--- config.mk ---
export PLATFORM = sky130hd
export DESIGN_NAME = ps2_host_tx
export DESIGN_NICKNAME = d
export VERILOG_FILES = /design/src/rtl/ps2_host_tx.sv
export SDC_FILE = /design/constraint.sdc
export NUM_CORES = 1
export LEC_CHECK = 0
export ABC_AREA = 0
export BUFFER_PORTS_ARGS = -buffer_cell sky130_fd_sc_hd__buf_2
export CAP_MARGIN = 20
export CORE_MARGIN = 1
export CORE_UTILIZATION = 45
export DETAILED_ROUTE_END_ITERATION = 7
export PLACE_DENSITY_LB_ADDON = 0.1
export RECOVER_POWER = 100
export SYNTH_ARGS = -nofsm -noshare
export SYNTH_HDL_FRONTEND = slang
export SYNTH_SLANG_ARGS = --single-unit
--- constraint.sdc ---
create_clock -name pclk -period 2.55 [get_ports pclk]
set_input_delay 0.51 -clock pclk [delete_from_list [all_inputs] [get_ports pclk]]
set_output_delay 0.51 -clock pclk [all_outputs]
set_load 0.01 [all_outputs]
--- src/rtl/ps2_host_tx.sv ---
// PS/2 host-to-device sender: inhibit, request-to-send, 10 bits on device clock falls, ACK, release.
// Accept to clk_oe is one cycle; tx_ready only in IDLE, so a held request waits until the link is free.
module ps2_host_tx #(
  parameter int INHIBIT_CYCLES = 4000,
  parameter int REQ_CYCLES     = 40,
  parameter int TIMEOUT_CYCLES = 600000
) (
  input  logic       pclk,
  input  logic       rst,
  input  logic [7:0] tx_data,
  input  logic       tx_valid,
  output logic       tx_ready,
  input  logic       ps2_clk_in,
  input  logic       ps2_data_in,
  output logic       ps2_clk_oe,
  output logic       ps2_data_oe,
  output logic       busy,
  output logic       done,
  output logic       ack_ok,
  output logic       timeout_err
);

  typedef enum logic [2:0] {IDLE, INHIBIT, REQ, SEND, ACK, RELEASE} state_t;

  localparam logic [19:0] INH_LAST = 20'(INHIBIT_CYCLES - 1);
  localparam logic [19:0] REQ_LAST = 20'(REQ_CYCLES - 1);
  localparam logic [19:0] TO_LIMIT = 20'(TIMEOUT_CYCLES);

  state_t      state, state_nxt;
  logic [19:0] cnt;
  logic [3:0]  bit_idx;
  logic [9:0]  frame;
  logic        data_drive;
  logic        clk_meta, clk_sync, clk_prev;
  logic        data_meta, data_sync;
  logic        fe;
  logic        lines_high;
  logic        timed_out;

  assign fe         = clk_prev & ~clk_sync;
  assign lines_high = clk_sync & data_sync;

  // A successful release on the last allowed cycle still counts as done.
  always_comb begin
    timed_out = 1'b0;
    if ((state == SEND || state == ACK || state == RELEASE) && cnt == TO_LIMIT)
      timed_out = !(state == RELEASE && lines_high);
  end

  always_ff @(posedge pclk) begin
    if (rst) state <= IDLE;
    else     state <= state_nxt;
  end

  always_comb begin
    state_nxt = state;
    case (state)
      IDLE:    if (tx_valid) state_nxt = INHIBIT;
      INHIBIT: if (cnt == INH_LAST) state_nxt = REQ;
      REQ:     if (cnt == REQ_LAST) state_nxt = SEND;
      SEND: begin
        if (timed_out)                  state_nxt = IDLE;
        else if (fe && bit_idx == 4'd9) state_nxt = ACK;
      end
      ACK: begin
        if (timed_out) state_nxt = IDLE;
        else if (fe)   state_nxt = RELEASE;
      end
      RELEASE: if (lines_high || timed_out) state_nxt = IDLE;
      default: state_nxt = IDLE;
    endcase
  end

  always_comb begin
    tx_ready    = (state == IDLE);
    busy        = (state != IDLE);
    ps2_clk_oe  = (state == INHIBIT) || (state == REQ);
    ps2_data_oe = (state == REQ) || (state == SEND && data_drive && !timed_out);
    done        = (state == RELEASE) && lines_high;
    timeout_err = timed_out;
  end

  // SEND and ACK share one timeout window, so the count runs on across that step.
  always_ff @(posedge pclk) begin
    if (rst) begin
      cnt        <= '0;
      bit_idx    <= '0;
      frame      <= '0;
      data_drive <= 1'b0;
      ack_ok     <= 1'b0;
      clk_meta   <= 1'b1;
      clk_sync   <= 1'b1;
      clk_prev   <= 1'b1;
      data_meta  <= 1'b1;
      data_sync  <= 1'b1;
    end else begin
      clk_meta  <= ps2_clk_in;
      clk_sync  <= clk_meta;
      clk_prev  <= clk_sync;
      data_meta <= ps2_data_in;
      data_sync <= data_meta;

      if (state_nxt != state && !(state == SEND && state_nxt == ACK))
        cnt <= '0;
      else if (state != IDLE)
        cnt <= cnt + 20'd1;

      if (state == IDLE && tx_valid) begin
        frame  <= {1'b1, ~^tx_data, tx_data};
        ack_ok <= 1'b0;
      end

      if (state == REQ) begin
        data_drive <= 1'b1;
        bit_idx    <= '0;
      end

      if (state == SEND && fe && !timed_out) begin
        data_drive <= ~frame[bit_idx];
        bit_idx    <= bit_idx + 4'd1;
      end

      if (state == ACK && fe && !timed_out)
        ack_ok <= ~data_sync;
    end
  end

endmodule

# --- Yosys cells after proc, flatten, opt, wreduce, memory -nomap -nowiden ---
# Index checks and enable logic that the tools add are counted.
totals:
  register_bits: 44
  elab_cells: 74
classes:
  addsub: 2
  order_cmp: 1
  eq_ne: 11
  muxes: 18
  n_bitwise: 5
  n_reduce_logical: 26
op_table:
  columns: ["cell", "n"]
  rows:
  - ["2-to-1 mux 3 bit", 8]
  - ["adder 20 x 1 -> 20 bit (second input constant)", 1]
  - ["equality test 20 x 12 -> 1 bit (second input constant)", 1]
  - ["equality test 20 bit (second input constant)", 1]
  - ["equality test 20 x 6 -> 1 bit (second input constant)", 1]
  - ["one-hot mux 3 bit (6 select lines)", 1]
  - ["logical AND 1 bit", 12]
  - ["equality test 3 bit (second input constant)", 3]
  - ["2-to-1 mux 4 bit", 2]
  - ["XNOR reduction 8 bit", 1]
  - ["equality test 3 x 2 -> 1 bit (second input constant)", 2]
  - ["2-to-1 mux 1 bit", 6]
  - ["logical OR 1 bit", 5]
  - ["< comparator 4 x 5 -> 1 bit (second input constant)", 1]
  - ["adder 4 x 1 -> 4 bit (second input constant)", 1]
  - ["binary-select mux 1 bit (select 4 bit)", 1]
  - ["equality test 4 bit (second input constant)", 1]
  - ["nonzero test 2 bit", 2]
  - ["equality test 3 x 1 -> 1 bit (second input constant)", 1]
  - ["zero test 1 bit", 3]
  - ["zero test 3 bit", 1]
  - ["!= test 3 bit", 1]
  - ["inverter 1 bit", 3]
  - ["nonzero test 3 bit", 1]
  - ["other kinds (2)", 3]

# --- Depth between registers and ports, before layout ---
# Gate-level depths: netlist (run 1).
depth:
  word_depth: 13
  mapped_depth: 10

# --- Worst setup path before layout (run 1) ---
# No wires, ideal clock.
synth_path:
  kind: "register to register"
  from: "register cnt[18]"
  to: "register cnt[0]"
  setup_ns: 0.130
  t_arrival_ns: 2.498
  path_slack_ns: -0.078
  stages_incl_launch_ff: 8
  path_buffers: 1
  period_less_slack_ns: 2.628
  path_cell_list: "dfxtp_1 > or4_1 > or4_1 > o41a_1 > and2_0 > a222oi_1 > buf_2 > nor3_1"
synth_via:
  elab_chain_len: 11
synth_rtl:
  columns: ["element", "line_no", "rtl"]
  rows:
  - ["start, declared", "30", "logic [19:0] cnt;"]
  - ["start signal, assigned", "106", "cnt <= cnt + 20'd1;"]
  - ["equality test 20 bit", "46", "if ((state == SEND || state == ACK || state == RELEASE) && cnt == TO_LIMIT)"]
  - ["logical AND 1 bit", "46", null]
  - ["2-to-1 mux 1 bit", "46", null]
  - ["logical OR 1 bit", "69", "RELEASE: if (lines_high || timed_out) state_nxt = IDLE;"]
  - ["2-to-1 mux 3 bit", "69", null]
  - ["one-hot mux 3 bit (6 select lines) (*)", "57", "case (state)"]
  - ["equality test 3 bit", "103", "if (state_nxt != state && !(state == SEND && state_nxt == ACK))"]
  - ["logical AND 1 bit", "103", null]
  - ["zero test 1 bit", "103", null]
  - ["logical AND 1 bit (*)", "103", null]
  - ["OR reduction 2 bit (no line) (*)", null, null]
# Mark *: on every way between the ends. The rest lies on a longest branch, timed or not.
# A chain may end at the register's enable or synchronous reset.

# --- Worst setup path after layout (run 1) ---
layout_path:
  from: "register cnt[6]"
  to: "register cnt[4]"
# The elaborated chain is that of the path after synthesis.

==> reports/qor.json, run 1 <==
{
  "power": {
    "worst_ir_drop_vdd_uv": 393,
    "sequentialPowerShare": 0.545,
    "power_per_cell_area_mw_per_mm2": 502,
    "clkPwrFrac": 0.338,
    "p_switching_w": 0.000346,
    "switching_share": 0.264,
    "power_leakage_nw": 0.935,
    "power.combinational.fraction": 0.117,
    "p_int_w": 0.000963,
    "finalPower_w": 0.00131
  },
  "clocking": {
    "cts-buffers-inserted": 5,
    "clkTransAtPathRegs_ns": 0.09,
    "clock_latency_ns": 0.30,
    "hold_buffers": 0,
    "ctsRootBufferMaster": "sky130_fd_sc_hd__clkbuf_8",
    "htree_levels": 2,
    "tritoncts_num_sinks": 44,
    "cts_buffer_depth": 2,
    "clock_tree_from_tritoncts": "done"
  },
  "global_route": {
    "grt-ovfl-total": 0,
    "grt_util_all_layers": 0.200,
    "global_route_wire_length_before_repair_microns": 8030,
    "grt_pass1_vias": 1752,
    "grt_start_max_net_pins": 25,
    "antenna_found_initial": 0
  },
  "finish": {
    "syn_to_final_growth_pct": 19.2,
    "layout.nets": 316,
    "layout.filler_cells": 464,
    "n_antenna_cell": 0,
    "layout.cell_area.non_filler_sq_mm": 0.00261,
    "fraction_of_final_layout_cells_sized_beyond_drive_strength_1": 0.217
  },
  "logic_synthesis": {
    "synth_largest_area_cell": "sky130_fd_sc_hd__dfxtp_1",
    "synth.top_cell.area_share": 0.403,
    "yosys-top-cells-count": "44 x sky130_fd_sc_hd__dfxtp_1, 33 x sky130_fd_sc_hd__nand2_1, 28 x sky130_fd_sc_hd__nor3_1",
    "netlist_top_cells_area": "sky130_fd_sc_hd__dfxtp_1 40%, sky130_fd_sc_hd__xnor2_1 8.4%, sky130_fd_sc_hd__nor3_1 6.4%, sky130_fd_sc_hd__nand2_1 5.7%, sky130_fd_sc_hd__nor2_1 3.8%",
    "ys_seq_area_frac": 0.403,
    "synthesis.area_sq_mm": 0.00219,
    "synth_fp_nets": 280,
    "synth-seq-cells": 44,
    "synth_warnings": 0,
    "synth_async_sr_flop_share": 0,
    "yosysMostFrequentCell": "sky130_fd_sc_hd__dfxtp_1",
    "synth_edf_count": 0,
    "synthesis.instances": 263,
    "synth_ff_type": "sky130_fd_sc_hd__dfxtp_1",
    "synth_area_per_cell_sq_um": 8.32,
    "yosys.cell_types.count": 39
  },
  "timing": {
    "max_freq_mhz": 378,
    "final_critical_path_setup_slack_ns": -0.0941,
    "period_needed_ns": 2.64,
    "fin_skew_ns": 0.00660,
    "hold_viol": 0,
    "rsz0062_at_grt": "true",
    "setup_total_negative_slack_ns": -1.68,
    "setup_viol": 20,
    "worstMarginPinSlew_ns": 0.671,
    "final.period_utilization": 1.04,
    "hold_slack_ns": 0.388,
    "worst_relative_slew_slack": 0.550,
    "timing_max_transition_violations_final": 0
  },
  "setup_path": {
    "reg2reg_setup_slack_ns": -0.09,
    "setup.worst_path.start_class": "register",
    "crit_path_required_time_ns": 2.74,
    "cp_data_arrival_time_ns": 2.83,
    "cp-end-kind": "register",
    "critical_path_start": "cnt[6]",
    "r2r-start": "cnt[6]",
    "critical_path_class": "register to register",
    "critical_path_peak_fanout": 5,
    "rr_endpoint": "cnt[4]",
    "r2r_cells": 8,
    "worstSetupEndpoint": "cnt[4]"
  },
  "placed_design": {
    "portBuffers": 19,
    "total_half_perimeter_wirelength_after_legalization_and_detailed_placement_microns": 3260,
    "pre_cts_slack_ns": -0.115,
    "instance_area_at_placement_sq_mm": 0.00245,
    "place_congestion": 0.770
  },
  "worst_hold_path": {
    "holdCritStartpoint": "ps2_clk_in",
    "hold_path_class": "input port to register"
  },
  "routing": {
    "drt.antenna.violating_nets": 0,
    "post-route-drc-count": 0,
    "first_pass_drt_iterations": 4,
    "route.vias.total": 1900,
    "avgRoutedWirePerCell_microns": 13.4,
    "route.final.wire_length_microns": 4740,
    "post_drt_via_cell_ratio": 5.37,
    "detail_route.iter0.violations": 104
  },
  "run_status": {
    "failed_checks": "setup timing",
    "status": "complete, but fails checks"
  },
  "floorplanning": {
    "floorplan.die_area_sq_mm": 0.00515,
    "die-height_microns": 71.7,
    "row_count": 25,
    "die_x_microns": 71.7,
    "core-area_sq_mm": 0.00469,
    "ioPinCount": 20,
    "initial_core_util": 0.466
  },
  "job": {
    "max_cap_violations": 0
  }
}
## stage by stage
step | cells | util
after floorplan | 263 | -
after global placement | 342 | 0.523
after detailed placement | 342 | 0.523
after CTS | 353 | 0.550
after global routing | 354 | 0.556
final | 354 | 0.556
## kinds of logic after synthesis
group                    Yosys count  share of synthesized area
AO/OA/AOI/OAI                     26                     0.0789
XOR/XNOR                          27                      0.108
buffers and inverters             24                     0.0423
AND/OR/NAND/NOR                  130                      0.296
adder cells (fa/ha/maj)            4                     0.0229
flip-flops                        44                      0.403
multiplexers                       8                     0.0497
## worst max-delay path, cell delays in order (launching register included)
cell	delay (ns)
sky130_fd_sc_hd__dfxtp_1	0.31
sky130_fd_sc_hd__or4_1	0.51
sky130_fd_sc_hd__or4_4	0.53
sky130_fd_sc_hd__o41a_1	0.35
sky130_fd_sc_hd__and2_0	0.17
sky130_fd_sc_hd__a222oi_1	0.28
sky130_fd_sc_hd__buf_4	0.20
sky130_fd_sc_hd__buf_4	0.15
sky130_fd_sc_hd__nor3_1	0.05
## cell usage in the layout, fill, tap and decap left out, drive strengths merged, types with 4 or more instances in the layout
master  netlist  final
a21oi        14     14
nand3         8      8
xnor2        21     21
nand2b        7      7
xor2          6      6
clkbuf       11     14
nor2         22     22
inv          11     11
nand2        33     33
nor3         28     28
dfxtp        44     44
ha            4      4
or2           7      7
or4           5      5
nor4          5      5
buf           2     33
## power groups by stage
stage | Clock, W | Sequential, W | Combinational (W)
2_1_floorplan | 0 | 0.000727 | 0.0000986
3_3_place_gp | 0 | 0.000729 | 0.000138
3_5_place_dp | 0 | 0.000729 | 0.000140
4_1_cts | 0.000451 | 0.000713 | 0.000157
5_1_grt | 0.000479 | 0.000716 | 0.000171
6_report | 0.000442 | 0.000713 | 0.000154
## sequential cells by signal, indices dropped and copies added, names as in the netlist
register    flops
data_drive      1
frame          10
state           3
data_meta       1
data_sync       1
clk_prev        1
cnt            20
clk_sync        1
clk_meta        1
bit_idx         4
ack_ok          1
## metal layers
layer / part of all wire / track usage / vias up
met1: 0.50 / 0.280 / 885
met2: 0.46 / 0.303 / 36
li1: - / - / 974
met4: 0.0080 / 0.0697 / 0
met5: 0 / 0 / -
met3: 0.031 / 0.0464 / 5
## timing repair
action                                  CTS  global route
cloned                                    2             0
gates resized for setup                   9             8
endpoints found under the setup margin   21            21
buffers inserted                          1             1
pin swaps                                 1             3
hold endpoints to repair                  0             0
## worst min-delay path by stage
stage / end / slack [ns] / depth (start not counted)
2_1_floorplan: clk_sync / 0.39 / 1
3_3_place_gp: clk_sync / 0.39 / 1
3_5_place_dp: data_sync / 0.40 / 1
4_1_cts: data_meta / 0.38 / 2
5_1_grt: data_meta / 0.38 / 2
6_report: clk_meta / 0.39 / 2
## cell type report
type / instances / area (sq um) / area share
repair buffers: 42 / 275 / 0.106
well taps: 54 / 67.6 / 0.0259
inverters: 11 / 41.3 / 0.0158
clock buffers: 5 / 68.8 / 0.0264
clock inverters: 3 / 18.8 / 0.00720
flip-flops and latches: 44 / 883 / 0.339
multi-input cells: 195 / 1250 / 0.480
Power figures use the tool's default switching activity.
==> run 2, diff against run 1 <==
--- a/config.mk
+++ b/config.mk
@@ -13,2 +13,3 @@
 export DETAILED_ROUTE_END_ITERATION = 7
+export HOLD_SLACK_MARGIN = 0.12
 export PLACE_DENSITY_LB_ADDON = 0.1
==> constraint.sdc (replaced) <==
create_clock -name pclk -period 2.55 [get_ports pclk]
set_input_delay 0.6375 -clock pclk [delete_from_list [all_inputs] [get_ports pclk]]
set_output_delay 0.6375 -clock pclk [all_outputs]
set_load 0.01 [all_outputs]
==> reports/qor.json, run 2 (same netlist as run 1, synthesis figures left out) <==
{
  "timing": {
    "hold_viol": 0,
    "timing_max_transition_violations_final": 0,
    "rsz0062_at_grt": "true",
    "worstMarginPinSlew_ns": 0.821,
    "final.period_utilization": 1.07,
    "fin_skew_ns": 0.00989,
    "max_freq_mhz": 367,
    "worst_relative_slew_slack": 0.453,
    "final_critical_path_setup_slack_ns": -0.172,
    "period_needed_ns": 2.72,
    "setup_viol": 21
  },
  "floorplanning": {
    "core-area_sq_mm": 0.00469,
    "die_x_microns": 71.7,
    "floorplan.die_area_sq_mm": 0.00515,
    "initial_core_util": 0.466,
    "row_count": 25,
    "die-height_microns": 71.7,
    "ioPinCount": 20
  },
  "global_route": {
    "grt_util_all_layers": 0.206,
    "grt_start_max_net_pins": 21,
    "grt_pass1_vias": 1807,
    "antenna_found_initial": 0,
    "global_route_wire_length_before_repair_microns": 8200,
    "grt-ovfl-total": 0
  },
  "power": {
    "worst_ir_drop_vdd_uv": 282,
    "clkPwrFrac": 0.378,
    "power_per_cell_area_mw_per_mm2": 532,
    "switching_share": 0.242,
    "p_switching_w": 0.000344,
    "power.combinational.fraction": 0.118,
    "p_int_w": 0.00107,
    "power_leakage_nw": 0.963,
    "sequentialPowerShare": 0.504
  },
  "finish": {
    "largest_register_ffs": 20,
    "most-common-layout-cells": "42 x sky130_fd_sc_hd__dfxtp_1, 33 x sky130_fd_sc_hd__nand2_1, 27 x sky130_fd_sc_hd__nor3_1",
    "n_antenna_cell": 0,
    "largest-register": "cnt",
    "layout.nets": 319,
    "syn_to_final_growth_pct": 21.6,
    "fraction_of_final_layout_cells_sized_beyond_drive_strength_1": 0.224,
    "layout_top_registers": "cnt: 20 flops, frame: 10 flops, bit_idx: 4 flops",
    "finish.cell_count_without_fillers": 357,
    "layout_commonest_cell": "sky130_fd_sc_hd__dfxtp_1",
    "layout.core_utilization": 0.567
  },
  "routing": {
    "route.final.wire_length_microns": 4920,
    "post_drt_via_cell_ratio": 5.36,
    "total_met3_wirelength_after_detailed_routing_microns": 150,
    "first_pass_drt_iterations": 4,
    "wirelength_met1_microns": 2400,
    "met2WireLength_microns": 2270,
    "drt.antenna.violating_nets": 0,
    "highest-signal-layer": "met4",
    "avgRoutedWirePerCell_microns": 13.8,
    "route.vias.total": 1915,
    "detail_route.iter0.violations": 105,
    "post-route-drc-count": 0
  },
  "clocking": {
    "cts_buffer_depth": 2,
    "clock_tree_from_tritoncts": "done",
    "cts-buffers-inserted": 5,
    "htree_levels": 2,
    "clkTransAtPathRegs_ns": 0.09,
    "ctsRootBufferMaster": "sky130_fd_sc_hd__clkbuf_8",
    "tritoncts_num_sinks": 44,
    "hold_buffers": 0,
    "clock_latency_ns": 0.30
  },
  "setup_path": {
    "critical_path_peak_fanout": 5,
    "setup.worst_path.start_class": "register",
    "critical_path_class": "register to register",
    "cp-end-kind": "register",
    "crit_path_required_time_ns": 2.73,
    "cp_data_arrival_time_ns": 2.90
  },
  "placed_design": {
    "portBuffers": 19,
    "place_congestion": 0.787,
    "total_half_perimeter_wirelength_after_legalization_and_detailed_placement_microns": 3340,
    "placed_cells_incl_taps": 342
  },
  "worst_hold_path": {
    "hold_path_class": "register to register"
  },
  "run_status": {
    "failed_checks": "setup timing",
    "status": "complete, but fails checks"
  },
  "job": {
    "max_cap_violations": 0
  }
}
-- run 2: cell count changes in the layout (fill, tap and decap cells not counted), sizes merged --
cell	change
clkinv	-2
buf	+2
bufinv	+1
clkbuf	+2
-- run 2: critical path: stages (launching register included) --
cell                       delay, ns
sky130_fd_sc_hd__dfxtp_2        0.33
sky130_fd_sc_hd__or4_1          0.49
sky130_fd_sc_hd__or4_4          0.53
sky130_fd_sc_hd__o41a_1         0.34
sky130_fd_sc_hd__and2_1         0.16
sky130_fd_sc_hd__a222oi_1       0.31
sky130_fd_sc_hd__buf_4          0.24
sky130_fd_sc_hd__buf_6          0.14
sky130_fd_sc_hd__nor3_1         0.06
-- run 2: power by group through the flow --
stage	registers [W]	logic, W	clock network [W]
floorplan	0.000727	0.0000986	0
global placement	0.000730	0.000136	0
detailed placement	0.000731	0.000138	0
CTS	0.000715	0.000154	0.000549
global route	0.000718	0.000182	0.000570
finish	0.000714	0.000168	0.000535
-- run 2: repair_timing --
item,in CTS,in global routing
resized for setup,11,12
buffers inserted,3,1
pin swaps,2,3
gates cloned,2,1
endpoints found under the setup margin,22,22
-- run 2: final cells by class --
type                       count  area, sq um
clock buffer                   6         72.6
clock inverter                 2         35.0
fill                         448         2030
inverter                      11         41.3
multi-input combinational    195         1250
sequential                    44          883
tap                           54         67.6
timing repair buffer          45          307
-- run 2: worst paths after layout --
| check | endpoint | slack [ns] | cells after the start | startpoint |
|---|---|---|---|---|
| worst max-delay path | cnt[2] | -0.17 | 8 | cnt[6] |
| worst min-delay path | clk_sync | 0.41 | 1 | clk_meta |
| worst max register to register | cnt[2] | -0.17 | 8 | cnt[6] |
| worst min register to register | clk_sync | 0.41 | 1 | clk_meta |
-- run 2: through the flow --
stage	cell area (sq um)	worst slack (ns)	setup TNS [ns]	power [W]	hold slack (ns)
2_1_floorplan	2190	0.0356	0	0.000825	0.389
3_3_place_gp	2440	-0.0415	-0.802	0.000867	0.391
3_5_place_dp	2440	-0.119	-2.04	0.000868	0.396
4_1_cts	2610	-0.111	-2.01	0.00142	0.417
5_1_grt	2660	-0.239	-4.64	0.00147	0.432
6_report	2660	-0.172	-3.16	0.00142	0.414
-- run 2: per-layer routing --
metal,track usage,vias up
li1,-,976
met4,0.0654,0
met5,0,-
met1,0.273,889
met3,0.0422,10
met2,0.336,40
==> run 3, diff against run 2 <==
- CORE_UTILIZATION: 45 -> 35
==> reports/qor.json, run 3 (same netlist as run 1, synthesis figures left out) <==
{
  "run_status": {
    "status": "complete, but fails checks",
    "failed_checks": "setup timing"
  },
  "placed_design": {
    "total_half_perimeter_wirelength_after_legalization_and_detailed_placement_microns": 3540,
    "pre_cts_slack_ns": -0.114,
    "place_congestion": 0.768,
    "portBuffers": 19,
    "placed_cells_incl_taps": 365
  },
  "floorplanning": {
    "floorplan.die_area_sq_mm": 0.00657,
    "core-area_sq_mm": 0.00599,
    "die_x_microns": 81.1,
    "initial_core_util": 0.365,
    "row_count": 28,
    "ioPinCount": 20,
    "die-height_microns": 81.1
  },
  "power": {
    "power_leakage_nw": 0.953,
    "worst_ir_drop_vdd_uv": 250,
    "power_per_cell_area_mw_per_mm2": 478
  },
  "routing": {
    "avgRoutedWirePerCell_microns": 13.2,
    "detail_route.iter0.violations": 80,
    "post_drt_via_cell_ratio": 4.92,
    "route.final.wire_length_microns": 4950,
    "route.vias.total": 1845,
    "drt.antenna.violating_nets": 0,
    "first_pass_drt_iterations": 4,
    "post-route-drc-count": 0
  },
  "timing": {
    "final.period_utilization": 1.06,
    "fin_skew_ns": 0.00640,
    "setup_viol": 22,
    "worstMarginPinSlew_ns": 0.732,
    "period_needed_ns": 2.69,
    "rsz0062_at_grt": "true",
    "worst_relative_slew_slack": 0.512,
    "timing_max_transition_violations_final": 0,
    "final_critical_path_setup_slack_ns": -0.142,
    "hold_viol": 0,
    "max_freq_mhz": 372
  },
  "finish": {
    "layout.nets": 319,
    "n_antenna_cell": 0,
    "finish.cell_count_without_fillers": 375,
    "layout_top_registers": "cnt: 20 flops, frame: 10 flops, bit_idx: 4 flops",
    "layout.core_utilization": 0.446,
    "largest_register_ffs": 20,
    "layout_commonest_cell": "sky130_fd_sc_hd__dfxtp_1",
    "largest-register": "cnt",
    "syn_to_final_growth_pct": 22.0,
    "fraction_of_final_layout_cells_sized_beyond_drive_strength_1": 0.243,
    "most-common-layout-cells": "40 x sky130_fd_sc_hd__dfxtp_1, 33 x sky130_fd_sc_hd__nand2_1, 22 x sky130_fd_sc_hd__nor2_1"
  },
  "setup_path": {
    "setup.worst_path.start_class": "register",
    "critical_path_peak_fanout": 4,
    "cp-end-kind": "output pin",
    "crit_path_required_time_ns": 1.91,
    "critical_path_class": "register to output pin",
    "cp_data_arrival_time_ns": 2.05,
    "critical_path_start": "cnt[3]",
    "r2r-start": "cnt[19]"
  },
  "clocking": {
    "clock_latency_ns": 0.29,
    "tritoncts_num_sinks": 44,
    "cts-buffers-inserted": 5,
    "hold_buffers": 0,
    "ctsRootBufferMaster": "sky130_fd_sc_hd__clkbuf_8",
    "clock_tree_from_tritoncts": "done",
    "cts_buffer_depth": 2,
    "htree_levels": 2,
    "clkTransAtPathRegs_ns": 0.08
  },
  "global_route": {
    "grt_util_all_layers": 0.166,
    "grt-ovfl-total": 0,
    "global_route_wire_length_before_repair_microns": 8230,
    "grt_pass1_vias": 1699,
    "grt_start_max_net_pins": 21,
    "antenna_found_initial": 0
  },
  "worst_hold_path": {
    "hold_path_class": "register to register",
    "holdCritStartpoint": "data_meta"
  },
  "job": {
    "max_cap_violations": 0
  }
}
-- run 3: cell count changes in the layout (fill, tap and decap cells not counted), moves of 2 or more --
cell,change
sky130_fd_sc_hd__nor3_1,-9
sky130_fd_sc_hd__nor3_2,+9
sky130_fd_sc_hd__dfxtp_1,-2
sky130_fd_sc_hd__dfxtp_2,+2
-- run 3: critical path, cell delays in order (launching register included) --
cell and delay [ns]:
sky130_fd_sc_hd__dfxtp_1 0.31, sky130_fd_sc_hd__or3_1 0.42, sky130_fd_sc_hd__nor4_1 0.41, sky130_fd_sc_hd__o211a_1 0.28, sky130_fd_sc_hd__nand2b_1 0.12, sky130_fd_sc_hd__a21oi_1 0.08, sky130_fd_sc_hd__buf_2 0.14
-- run 3: stage by stage --
step           cell area (sq um)  TNS [ns]  hold slack, ns  power [W]
2_1_floorplan               2190         0           0.389   0.000825
3_3_place_gp                2500    -0.486           0.392   0.000875
5_1_grt                     2670     -4.05           0.421    0.00134
3_5_place_dp                2500     -1.91           0.397   0.000876
6_report                    2670     -1.58           0.414    0.00128
4_1_cts                     2610     -1.21           0.416    0.00129
-- run 3: worst paths after layout --
kind                  to  cells past startpoint  slack (ns)
max          ps2_data_oe                      6       -0.14
min            data_sync                      1        0.41
max reg2reg      cnt[19]                      8       -0.09
min reg2reg    data_sync                      1        0.41
-- run 3: area by class of cell --
type | instances | area (sq um)
Fill cell | 610 | 3320
Multi-Input combinational cell | 195 | 1280
Sequential cell | 44 | 886
Timing Repair Buffer | 45 | 304
Tap cell | 75 | 93.8
Clock buffer | 5 | 68.8
Inverter | 11 | 41.3
-- run 3: repair_timing --
action,in CTS,in global routing
endpoints found under the setup margin,22,22
buffers inserted,3,1
resized for setup,7,21
gates cloned,1,0
pin swaps,4,12
-- run 3: where the power goes --
group          internal (W)  switching, W  leakage [nW]
registers          0.000704    0.00000970         0.360
logic             0.0000707     0.0000898         0.557
clock network      0.000177      0.000224        0.0359
total              0.000952      0.000324         0.953
-- run 3: routing by layer --
| layer | global-route usage | routed length, microns | vias up |
|---|---|---|---|
| met4 | 0.0518 | 61 | 0 |
| met1 | 0.238 | 2620 | 839 |
| met5 | 0 | 0 | - |
| met3 | 0.0348 | 126 | 5 |
| met2 | 0.245 | 2140 | 23 |
| li1 | - | - | 978 |
